**config.mk**
```make
export PLATFORM = sky130hd
export DESIGN_NAME = mem_arbiter
export DESIGN_NICKNAME = d
export VERILOG_FILES = /design/src/rtl/mem_pkg.sv /design/src/rtl/mem_arb_pick.sv /design/src/rtl/mem_arbiter.sv
export SDC_FILE = /design/constraint.sdc
export NUM_CORES = 1
export LEC_CHECK = 0
export ABC_AREA = 1
export CAP_MARGIN = 5
export CELL_PAD_IN_SITES_DETAIL_PLACEMENT = 1
export CELL_PAD_IN_SITES_GLOBAL_PLACEMENT = 2
export CORE_MARGIN = 5
export CORE_UTILIZATION = 22
export CTS_CLUSTER_DIAMETER = 30
export DETAILED_ROUTE_END_ITERATION = 12
export PLACE_DENSITY = 0.84
export SYNTH_ARGS = -nofsm -noshare
export SYNTH_HDL_FRONTEND = slang
export SYNTH_SLANG_ARGS = --single-unit
```
**constraint.sdc**
```tcl
create_clock -name i_clk -period 1.8 [get_ports i_clk]
set_input_delay 0.36 -clock i_clk [delete_from_list [all_inputs] [get_ports i_clk]]
set_output_delay 0.36 -clock i_clk [all_outputs]
set_load 0.05 [all_outputs]
```
**src/rtl/mem_pkg.sv**
```systemverilog
// Shared types for the memory arbiter: widths, FSM states, requester ids and
// the latched request held on the memory port.
package mem_pkg;

  localparam int MEM_ADDR_W = 32;
  localparam int MEM_DATA_W = 32;

  typedef enum logic [1:0] {
    ST_IDLE = 2'd0,
    ST_REQ  = 2'd1,
    ST_RESP = 2'd2
  } arb_state_e;

  typedef enum logic {
    REQ_IF = 1'b0,
    REQ_LS = 1'b1
  } req_id_e;

  // Sized by the package widths; the arbiter's ADDR_W/DATA_W must not exceed them.
  typedef struct packed {
    logic                    we;
    logic [MEM_ADDR_W-1:0]   addr;
    logic [MEM_DATA_W-1:0]   wdata;
    logic [MEM_DATA_W/8-1:0] be;
    req_id_e                 owner;
  } mem_req_t;

endpackage

```
**src/rtl/mem_arb_pick.sv**
```systemverilog
// Grant selection between fetch and LSU. Fixed priority (LSU first) by default;
// with MEM_ARB_RR_EN defined, contention goes to whoever was not granted last.
module mem_arb_pick
  import mem_pkg::*;
(
  input  logic    if_req,
  input  logic    ls_req,
`ifdef MEM_ARB_RR_EN
  input  req_id_e last_gnt,
`endif
  output req_id_e gnt_id
);

  // Pick the winner; only meaningful when at least one request is present.
  always_comb begin
    gnt_id = REQ_IF;
`ifdef MEM_ARB_RR_EN
    if (ls_req && if_req) gnt_id = (last_gnt == REQ_LS) ? REQ_IF : REQ_LS;
    else if (ls_req)      gnt_id = REQ_LS;
    else if (if_req)      gnt_id = REQ_IF;
`else
    if (ls_req)           gnt_id = REQ_LS;
    else if (if_req)      gnt_id = REQ_IF;
`endif
  end

endmodule

```
**src/rtl/mem_arbiter.sv**
```systemverilog
// Two-requester (fetch, LSU) arbiter onto a single memory port with at most one
// transaction in flight. Optional round-robin arbitration: MEM_ARB_RR_EN.
module mem_arbiter
  import mem_pkg::*;
#(
  parameter int ADDR_W = MEM_ADDR_W,
  parameter int DATA_W = MEM_DATA_W
) (
  input  logic                i_clk,
  input  logic                i_rst,
  input  logic                i_flush,
  input  logic                i_if_req,
  input  logic [ADDR_W-1:0]   i_if_addr,
  output logic                o_if_ack,
  output logic                o_if_rvalid,
  output logic [DATA_W-1:0]   o_if_rdata,
  input  logic                i_ls_req,
  input  logic                i_ls_we,
  input  logic [ADDR_W-1:0]   i_ls_addr,
  input  logic [DATA_W-1:0]   i_ls_wdata,
  input  logic [DATA_W/8-1:0] i_ls_be,
  output logic                o_ls_ack,
  output logic                o_ls_rvalid,
  output logic [DATA_W-1:0]   o_ls_rdata,
  output logic                o_mem_req,
  output logic                o_mem_we,
  output logic [ADDR_W-1:0]   o_mem_addr,
  output logic [DATA_W-1:0]   o_mem_wdata,
  output logic [DATA_W/8-1:0] o_mem_be,
  input  logic                i_mem_ack,
  input  logic                i_mem_rvalid,
  input  logic [DATA_W-1:0]   i_mem_rdata
);

  arb_state_e        state_q, state_d;
  mem_req_t          lat_q, lat_d;
  req_id_e           gnt_id;
  logic              grant, finish, droppable, drop_q, drop_now;
  logic              if_ack_q, ls_ack_q, if_rv_q, ls_rv_q;
  logic [DATA_W-1:0] if_rdata_q, ls_rdata_q;

`ifdef MEM_ARB_RR_EN
  req_id_e last_q;

  // Remember the most recent grant so contention alternates.
  always_ff @(posedge i_clk) begin
    if (i_rst)      last_q <= REQ_IF;
    else if (grant) last_q <= gnt_id;
  end
`endif

  mem_arb_pick u_pick (
    .if_req   (i_if_req),
    .ls_req   (i_ls_req),
`ifdef MEM_ARB_RR_EN
    .last_gnt (last_q),
`endif
    .gnt_id   (gnt_id)
  );

  // Writes must always report completion; reads (and fetches) may be dropped.
  assign droppable = !(lat_q.owner == REQ_LS && lat_q.we);
  // A flush arriving on the completion edge itself also suppresses the response.
  assign drop_now  = drop_q || (i_flush && droppable);

  // FSM register.
  always_ff @(posedge i_clk) begin
    if (i_rst) state_q <= ST_IDLE;
    else       state_q <= state_d;
  end

  // Next state, grant/finish strobes and the request to latch on grant.
  always_comb begin
    state_d = state_q;
    grant   = 1'b0;
    finish  = 1'b0;
    lat_d   = '0;
    if (gnt_id == REQ_LS) begin
      lat_d.we    = i_ls_we;
      lat_d.addr  = MEM_ADDR_W'(i_ls_addr);
      lat_d.wdata = MEM_DATA_W'(i_ls_wdata);
      lat_d.be    = (MEM_DATA_W/8)'(i_ls_be);
      lat_d.owner = REQ_LS;
    end else begin
      lat_d.addr  = MEM_ADDR_W'(i_if_addr);
      lat_d.owner = REQ_IF;
    end
    case (state_q)
      ST_IDLE: if ((i_if_req || i_ls_req) && !i_flush) begin
        grant   = 1'b1;
        state_d = ST_REQ;
      end
      ST_REQ: if (i_mem_ack) begin
        if (i_mem_rvalid) begin
          finish  = 1'b1;
          state_d = ST_IDLE;
        end else begin
          state_d = ST_RESP;
        end
      end
      ST_RESP: if (i_mem_rvalid) begin
        finish  = 1'b1;
        state_d = ST_IDLE;
      end
      default: state_d = ST_IDLE;
    endcase
  end

  // Latched request, drop flag, ack/rvalid pulses and response data.
  always_ff @(posedge i_clk) begin
    if (i_rst) begin
      lat_q      <= '0;
      drop_q     <= 1'b0;
      if_ack_q   <= 1'b0;
      ls_ack_q   <= 1'b0;
      if_rv_q    <= 1'b0;
      ls_rv_q    <= 1'b0;
      if_rdata_q <= '0;
      ls_rdata_q <= '0;
    end else begin
      if_ack_q <= grant && (gnt_id == REQ_IF);
      ls_ack_q <= grant && (gnt_id == REQ_LS);
      if_rv_q  <= finish && !drop_now && (lat_q.owner == REQ_IF);
      ls_rv_q  <= finish && !drop_now && (lat_q.owner == REQ_LS);
      if (grant) lat_q <= lat_d;
      if (finish && !drop_now) begin
        if (lat_q.owner == REQ_IF) if_rdata_q <= i_mem_rdata;
        else                       ls_rdata_q <= i_mem_rdata;
      end
      if (state_d == ST_IDLE)                           drop_q <= 1'b0;
      else if (state_q != ST_IDLE && i_flush && droppable) drop_q <= 1'b1;
    end
  end

  assign o_if_ack    = if_ack_q;
  assign o_ls_ack    = ls_ack_q;
  assign o_if_rvalid = if_rv_q;
  assign o_ls_rvalid = ls_rv_q;
  assign o_if_rdata  = if_rdata_q;
  assign o_ls_rdata  = ls_rdata_q;
  assign o_mem_req   = (state_q == ST_REQ);
  assign o_mem_we    = lat_q.we;
  assign o_mem_addr  = lat_q.addr[ADDR_W-1:0];
  assign o_mem_wdata = lat_q.wdata[DATA_W-1:0];
  assign o_mem_be    = lat_q.be[DATA_W/8-1:0];

endmodule
```
==> qor.csv, run 1 <==
metric,value,unit
postLayoutSetupSlackWorst,0.08748,ns
report.final.slew_viol_count,0,
dr_total_vias,6346,
unrepaired_setup_endpoints_after_global_routing,true,
drt_drc_violations_left,0,
worst_skew_pair.late_latency,0.41,ns
maxCapViolations,0,
area_enclosed_by_the_die_boundary,32670,µm²
clock-sinks,141,
routability_congestion,0.7509,
synth_simple_gate_area_share,32.50,%
critical_path.reg2reg.endpoint,o_ls_rdata[31]$_SDFFE_PP0P_,
power_density,830.9,nW/µm²
detailedRoute.firstPassIterationCount,4,
timing.critical_path.to,o_ls_rdata[31]$_SDFFE_PP0P_,
place.detailed.instances,1493,
layout-area-overhead-vs-synth,52.95,%
yosys_register_bits,141,
cp.arrival,2.01,ns
preCtsSetupSlack,-0.2482,ns
fillers,3531,
worst_clock_skew,0.008994,ns
detailed_place_hpwl,16970,µm
grt_start_max_net_pins,66,
synth_async_sr_flop_share,0,%
dieHeight,180.7,µm
crit_required,2.10,ns
worst_setup_path_start_kind,flip-flop,
drt-wirelength-per-cell,15.31,µm
worst_reg2reg_path_depth,9,
die_w,180.7,µm
holdPathStages,2,
drt_wl_total,23410,µm
holdBufCountCts,0,
buffer_levels_on_the_longest_clock_path,2,
layout.nets,1279,
reg2reg_from,state_q[0]$_SDFF_PP0_,
vias_in_the_first_global_route,6578,
achievable-frequency,583.9,MHz
most-common-layout-cells,"308 x nand2_1, 165 x buf_4, 139 x clkdlybuf4s50_1",
layout_min_cycle_time,1.713,ns
post_synth_fa_ha_maj_area_fraction,0.7803,%
mappedNetlistNets,1061,
buffer_ports.inserted,277,
number_of_antenna_violations_at_the_first_check_in_global_routing,0,
ys_dominant_reg_cell,dfxtp_1,
syn-instance-count,917,
yosys_warning_count,0,
placeableCoreArea,28780,µm²
clk_transition_reported_paths,0.06,ns
rows,62,
synth_area,6414,µm²
initialDrtViolationCount,167,
syn-mean-instance-area,6.994,µm²
initial_core_util,22.29,%
crit_chain,"inv_4, ha_1, nand2_2, nor2_4, clkbuf_16, buf_6, nand3_1, nand2_1, nor2_1",
avgViaCountPerCell,4.150,
crit_path_top_delay_cell,dfxtp_4,
post-route-period-util,95.14,%
tritoncts,built,
synth_enable_flop_cells,0,
timing.final.setup_violations,0,
synth-xor-area-share,0,%
worstSetupPathType,reg -> reg,
timing_worst_slew_pin_value,0.7207,ns
ir_drop_worst_case_vdd,0.5503,mV
path_max_fanout,8,
total_power,8150,µW
layout_commonest_cell,nand2_1,
globalRouteOverflowTotal,0,
yosysSeqAreaShare,44.01,%
clk_root_buffer_cell,clkbuf_16,
critical_path.max_stage_delay,0.38,ns
crit_path_start,state_q[0]$_SDFF_PP0_,
antennaDiodeCount,0,
result_of_the_run,completed,
rrSetupSlack,0.09,ns
groute.usage.overall,13.59,%
htreeDepth,4,
muxShareOfSynthArea,0,%
timing_hold_violations_final,0,
worstSetupEndpointType,flip-flop,
synth_compound_area_share,7.160,%
postRouteAntennaNets,0,
i_o_pins,278,
grt_pass1_wl,36230,µm
yosys.cell_types.count,23,
leakage,0.004584,µW
final-instance-count-excl-fill,1529,
final_layout_size_suffix_gt1_share,21.83,%
worst_slew_margin_rel,51.95,%
hold_path.class,reg -> reg,
synth_top_family_by_area,simple AND/OR/NAND/NOR gates,
cts-buffers-inserted,17,
==> layer usage <==
layer | global-route usage, % | wire length, µm
met2 | 21.73 | 10780
met3 | 5.007 | 1700
met5 | 0 | 0
met1 | 17.59 | 10710
met4 | 3.055 | 218
==> cell type report <==
type / count / area (µm²) / share of cell area, %
sequential: 141 / 2831 / 28.86
clock buffer: 19 / 452.9 / 4.617
inverter: 50 / 197.7 / 2.015
clock inverter: 10 / 93.84 / 0.9566
tap: 384 / 480.5 / 4.898
timing repair buffer: 329 / 3112 / 31.72
multi-input combinational: 596 / 2641 / 26.93
==> kinds of logic after synthesis <==
kind of cell               Yosys count
AOI/OAI and AO/OA                   91
adders and majority gates            4
buffers and inverters              180
DFF                                141
and+or+nand+nor                    501
==> what timing repair did <==
| action | 4_1_cts | 5_1_grt |
|---|---|---|
| resized for setup | 0 | 19 |
| buffers inserted | 0 | 1 |
| endpoints found under the setup margin | 0 | 57 |
==> worst min-delay path by stage <==
| stage | from | endpoint | slack, ns |
|---|---|---|---|
| final | o_mem_addr[9]$_SDFFE_PP0N_ | o_mem_addr[9]$_SDFFE_PP0N_ | 0.46 |
| after floorplan | o_mem_addr[0]$_SDFFE_PP0N_ | o_mem_addr[0]$_SDFFE_PP0N_ | 0.44 |
| after global routing | i_ls_wdata[31] | o_mem_wdata[31]$_SDFFE_PP0N_ | 0.47 |
| after global placement | o_mem_addr[23]$_SDFFE_PP0N_ | o_mem_addr[23]$_SDFFE_PP0N_ | 0.45 |
| after CTS | i_ls_wdata[31] | o_mem_wdata[31]$_SDFFE_PP0N_ | 0.46 |
| after detailed placement | o_mem_addr[23]$_SDFFE_PP0N_ | o_mem_addr[23]$_SDFFE_PP0N_ | 0.46 |
==> state kept, by name, summed over array words and instances (netlist names) <==
name	flops
o_if_rdata	32
o_ls_rdata	32
o_mem_addr	32
o_mem_wdata	32
o_mem_be	4
state_q	2
drop_q	1
lat_q	1
o_if_ack	1
o_if_rvalid	1
o_ls_ack	1
o_ls_rvalid	1
o_mem_we	1
==> worst max-delay path, delay by kind of cell, from the launching register on <==
kind	cells	cell delay, ns
adder cells (fa/ha/maj)	1	0.30
buffers and inverters	3	0.41
flip-flops	1	0.38
AND/OR/NAND/NOR	5	0.53
==> Yosys cell counts (4+ instances only) <==
cell      number  area share, %
a21oi_1       89            6.9
buf_1          4           0.23
buf_2         21            1.6
buf_4         69            8.1
clkbuf_1      32            1.9
dfxtp_1      141             44
ha_1           4           0.78
inv_1         48            2.8
nand2_1      312             18
nand2_2       10           0.98
nand3_1      104            8.1
nor2_1        68            4.0
==> through the flow <==
| step | TNS, ns | area (µm²) | utilization (%) | hold WS (ns) |
|---|---|---|---|---|
| after global placement | -13.81 | 9054 | 31.46 | 0.4518 |
| after detailed placement | -18.12 | 9054 | 31.46 | 0.4557 |
| after floorplan | 0 | 6416 | - | 0.4449 |
| after global routing | -0.4156 | 9809 | 34.08 | 0.4726 |
| after CTS | 0 | 9600 | 33.36 | 0.4595 |
| final | 0 | 9809 | 34.08 | 0.4642 |
==> power by group <==
group	leakage (µW)	switching (µW)	total (µW)	internal, µW
clock network	0.000263	1420	3370	1950
logic	0.00318	877	1490	618
registers	0.00114	59.5	3280	3220
total	0.00458	2360	8150	5790
Power figures use the tool's default switching activity.
==> inputs of run 2 (changes only) <==
clock period = 1.9 ns   (was 1.8 ns; I/O delays follow)
==> run 2 against run 1 <==
Effect of this change: worst setup slack gained 0.080 ns; sequential power shrank 5%; core utilization shrank 0.42 points; clock-buffer cell count shrank 1; die area is the same; wire length shrank 2.6%; first-iteration DRC count grew 23%; via count shrank 0.76%; non-clock buffer count shrank 14; power grew 1.4%; clock power grew 12%; sequential share of layout area grew 0.28 points; critical endpoint is now o_mem_req.
==> qor.csv, run 2 (synthesis gave the netlist of run 1 again) <==
metric,value,unit,change
result_of_the_run,completed,,
buffer_ports.inserted,277,,unchanged
cp_num_buf_inv,3,,unchanged
avgViaCountPerCell,4.152,,about the same
maxCapViolations,0,,unchanged
worst_clock_skew,0.006771,ns,-0.002224 ns
worst_slew_margin_rel,51.51,%,-0.44 points
unrepaired_setup_endpoints_after_global_routing,false,,
postLayoutSetupSlackWorst,0.1677,ns,+0.08025 ns
layout-area-overhead-vs-synth,51.05,%,
preCtsSetupSlack,-0.05249,ns,+0.1957 ns
critical_path.max_stage_delay,0.36,ns,-0.02 ns
cts-buffers-inserted,17,,unchanged
layout.nets,1265,,-1.1%
die_w,180.7,µm,unchanged
grt_pass1_wl,36510,µm,+0.78%
cp.arrival,1.35,ns,-0.66 ns
detailed_place_hpwl,16950,µm,about the same
worstSetupPathType,reg -> out,,
path_depth,4,,-5
drt_wl_total,22800,µm,-2.6%
rows,62,,unchanged
drt-wirelength-per-cell,15.03,µm,-1.8%
layout_commonest_cell,nand2_1,,
fillers,3491,,-1.1%
worst_skew_pair.late_latency,0.42,ns,about the same
final_core_density,33.66,%,-0.42 points
ir_drop_worst_case_vdd,0.5457,mV,-0.82%
final_layout_size_suffix_gt1_share,16.24,%,-5.6 points
power_density,853.1,nW/µm²,+2.7%
postCtsSetupRepairBufs,0,,unchanged
clock-sinks,141,,unchanged
initialDrtViolationCount,206,,+23%
detailedRoute.firstPassIterationCount,4,,unchanged
p_switching,2275,µW,-3.5%
combinationalPowerShare,16.9,%,-1.4 points
groute.usage.overall,13.72,%,+0.13 points
worst_setup_path_start_kind,flip-flop,,
timing.final.setup_violations,0,,unchanged
internal-power,5990,µW,+3.4%
timing_worst_slew_pin_value,0.7273,ns,+0.006626 ns
postRouteAntennaNets,0,,unchanged
dr_total_vias,6298,,-0.76%
power.sequential.fraction,37.6,%,-2.7 points
post-route-period-util,91.17,%,
htreeDepth,4,,unchanged
fin_area,9688,µm²,-1.2%
i_o_pins,278,,unchanged
cts_repair_resize_count,44,,+44
globalRouteOverflowTotal,0,,unchanged
critical_path.top_delay_family,buffers and inverters,,
holdBufCountCts,0,,unchanged
power.clock.fraction,45.5,%,+4.1 points
worst_reg2reg_path_depth,9,,unchanged
worstSetupEndpointType,output pin,,
buffer_levels_on_the_longest_clock_path,2,,unchanged
crit_required,1.52,ns,-0.58 ns
layout_min_cycle_time,1.732,ns,
initial_core_util,22.29,%,unchanged
crit_chain,"inv_1, ha_1, buf_4, buf_12",,
most-common-layout-cells,"312 x nand2_1, 140 x dfxtp_1, 139 x clkdlybuf4s50_1",,
post_dp_cell_area,9091,µm²,+0.41%
setup-tns-final,0,ns,unchanged
number_of_antenna_violations_at_the_first_check_in_global_routing,0,,unchanged
hold_path.class,reg -> reg,,
crit_path_top_delay_cell,dfxtp_1,,
grt_start_max_net_pins,70,,+6.1%
holdPathStages,2,,unchanged
path_max_fanout,4,,-4
clk_root_buffer_cell,clkbuf_16,,
achievable-frequency,577.3,MHz,
antennaDiodeCount,0,,unchanged
timing_hold_violations_final,0,,unchanged
clk_transition_reported_paths,0.06,ns,about the same
dieHeight,180.7,µm,unchanged
placeableCoreArea,28780,µm²,unchanged
tritoncts,built,,
vias_in_the_first_global_route,6673,,+1.4%
drt_drc_violations_left,0,,unchanged
routability_congestion,0.7483,,-0.35%
leakage,0.004634,µW,+1.1%
power_switching_share,27.52,%,-1.4 points
report.final.slew_viol_count,0,,unchanged
area_enclosed_by_the_die_boundary,32670,µm²,unchanged
[run 2: metal layers]
| layer | track usage [%] | vias to the layer above | part of all wire, % |
|---|---|---|---|
| li1 | - | 3209 | - |
| met1 | 17.72 | 2883 | 45 |
| met2 | 22.18 | 193 | 46 |
| met3 | 4.826 | 13 | 7.7 |
| met4 | 3.055 | 0 | 0.83 |
| met5 | 0 | - | 0 |
[run 2: path summary, 6_finish.rpt]
kind         slack [ns]                     endpoint                        start
min reg2reg        0.46  o_mem_addr[29]$_SDFFE_PP0N_  o_mem_addr[29]$_SDFFE_PP0N_
max reg2reg        0.18  o_ls_rdata[18]$_SDFFE_PP0P_        state_q[0]$_SDFF_PP0_
max                0.17                    o_mem_req        state_q[1]$_SDFF_PP0_
min                0.46  o_mem_addr[29]$_SDFFE_PP0N_  o_mem_addr[29]$_SDFFE_PP0N_
[run 2: cell type report]
class | instances | area, µm² | share of cell area (%)
clock inverter | 13 | 212.7 | 2.196
sequential | 141 | 2824 | 29.15
clock buffer | 18 | 439.2 | 4.533
tap | 384 | 480.5 | 4.959
timing repair buffer | 315 | 2930 | 30.25
multi-input combinational | 596 | 2609 | 26.93
inverter | 50 | 192.7 | 1.989
[run 2: power by group through the flow]
stage | sequential (µW) | combinational [µW] | clock, µW
2_1_floorplan | 3190 | 830 | 0
3_3_place_gp | 3170 | 1420 | 0
3_5_place_dp | 3170 | 1430 | 0
4_1_cts | 3110 | 1420 | 3880
5_1_grt | 3120 | 1510 | 3990
6_report | 3110 | 1400 | 3760
[run 2: tightest hold or removal path, delay by kind of cell, from the launching register on]
| kind | cells | cell delay (ns) |
|---|---|---|
| AND/OR/NAND/NOR | 1 | 0.06 |
| flip-flops | 1 | 0.31 |
| AO/OA/AOI/OAI | 1 | 0.05 |
[run 2: stage by stage]
stage	hold WS, ns	power (µW)	cells
after floorplan	0.4449	4021	917
after global routing	0.4917	8620	1517
final	0.4623	8265	1517
after detailed placement	0.4558	4599	1486
after CTS	0.4659	8406	1517
after global placement	0.4508	4590	1486
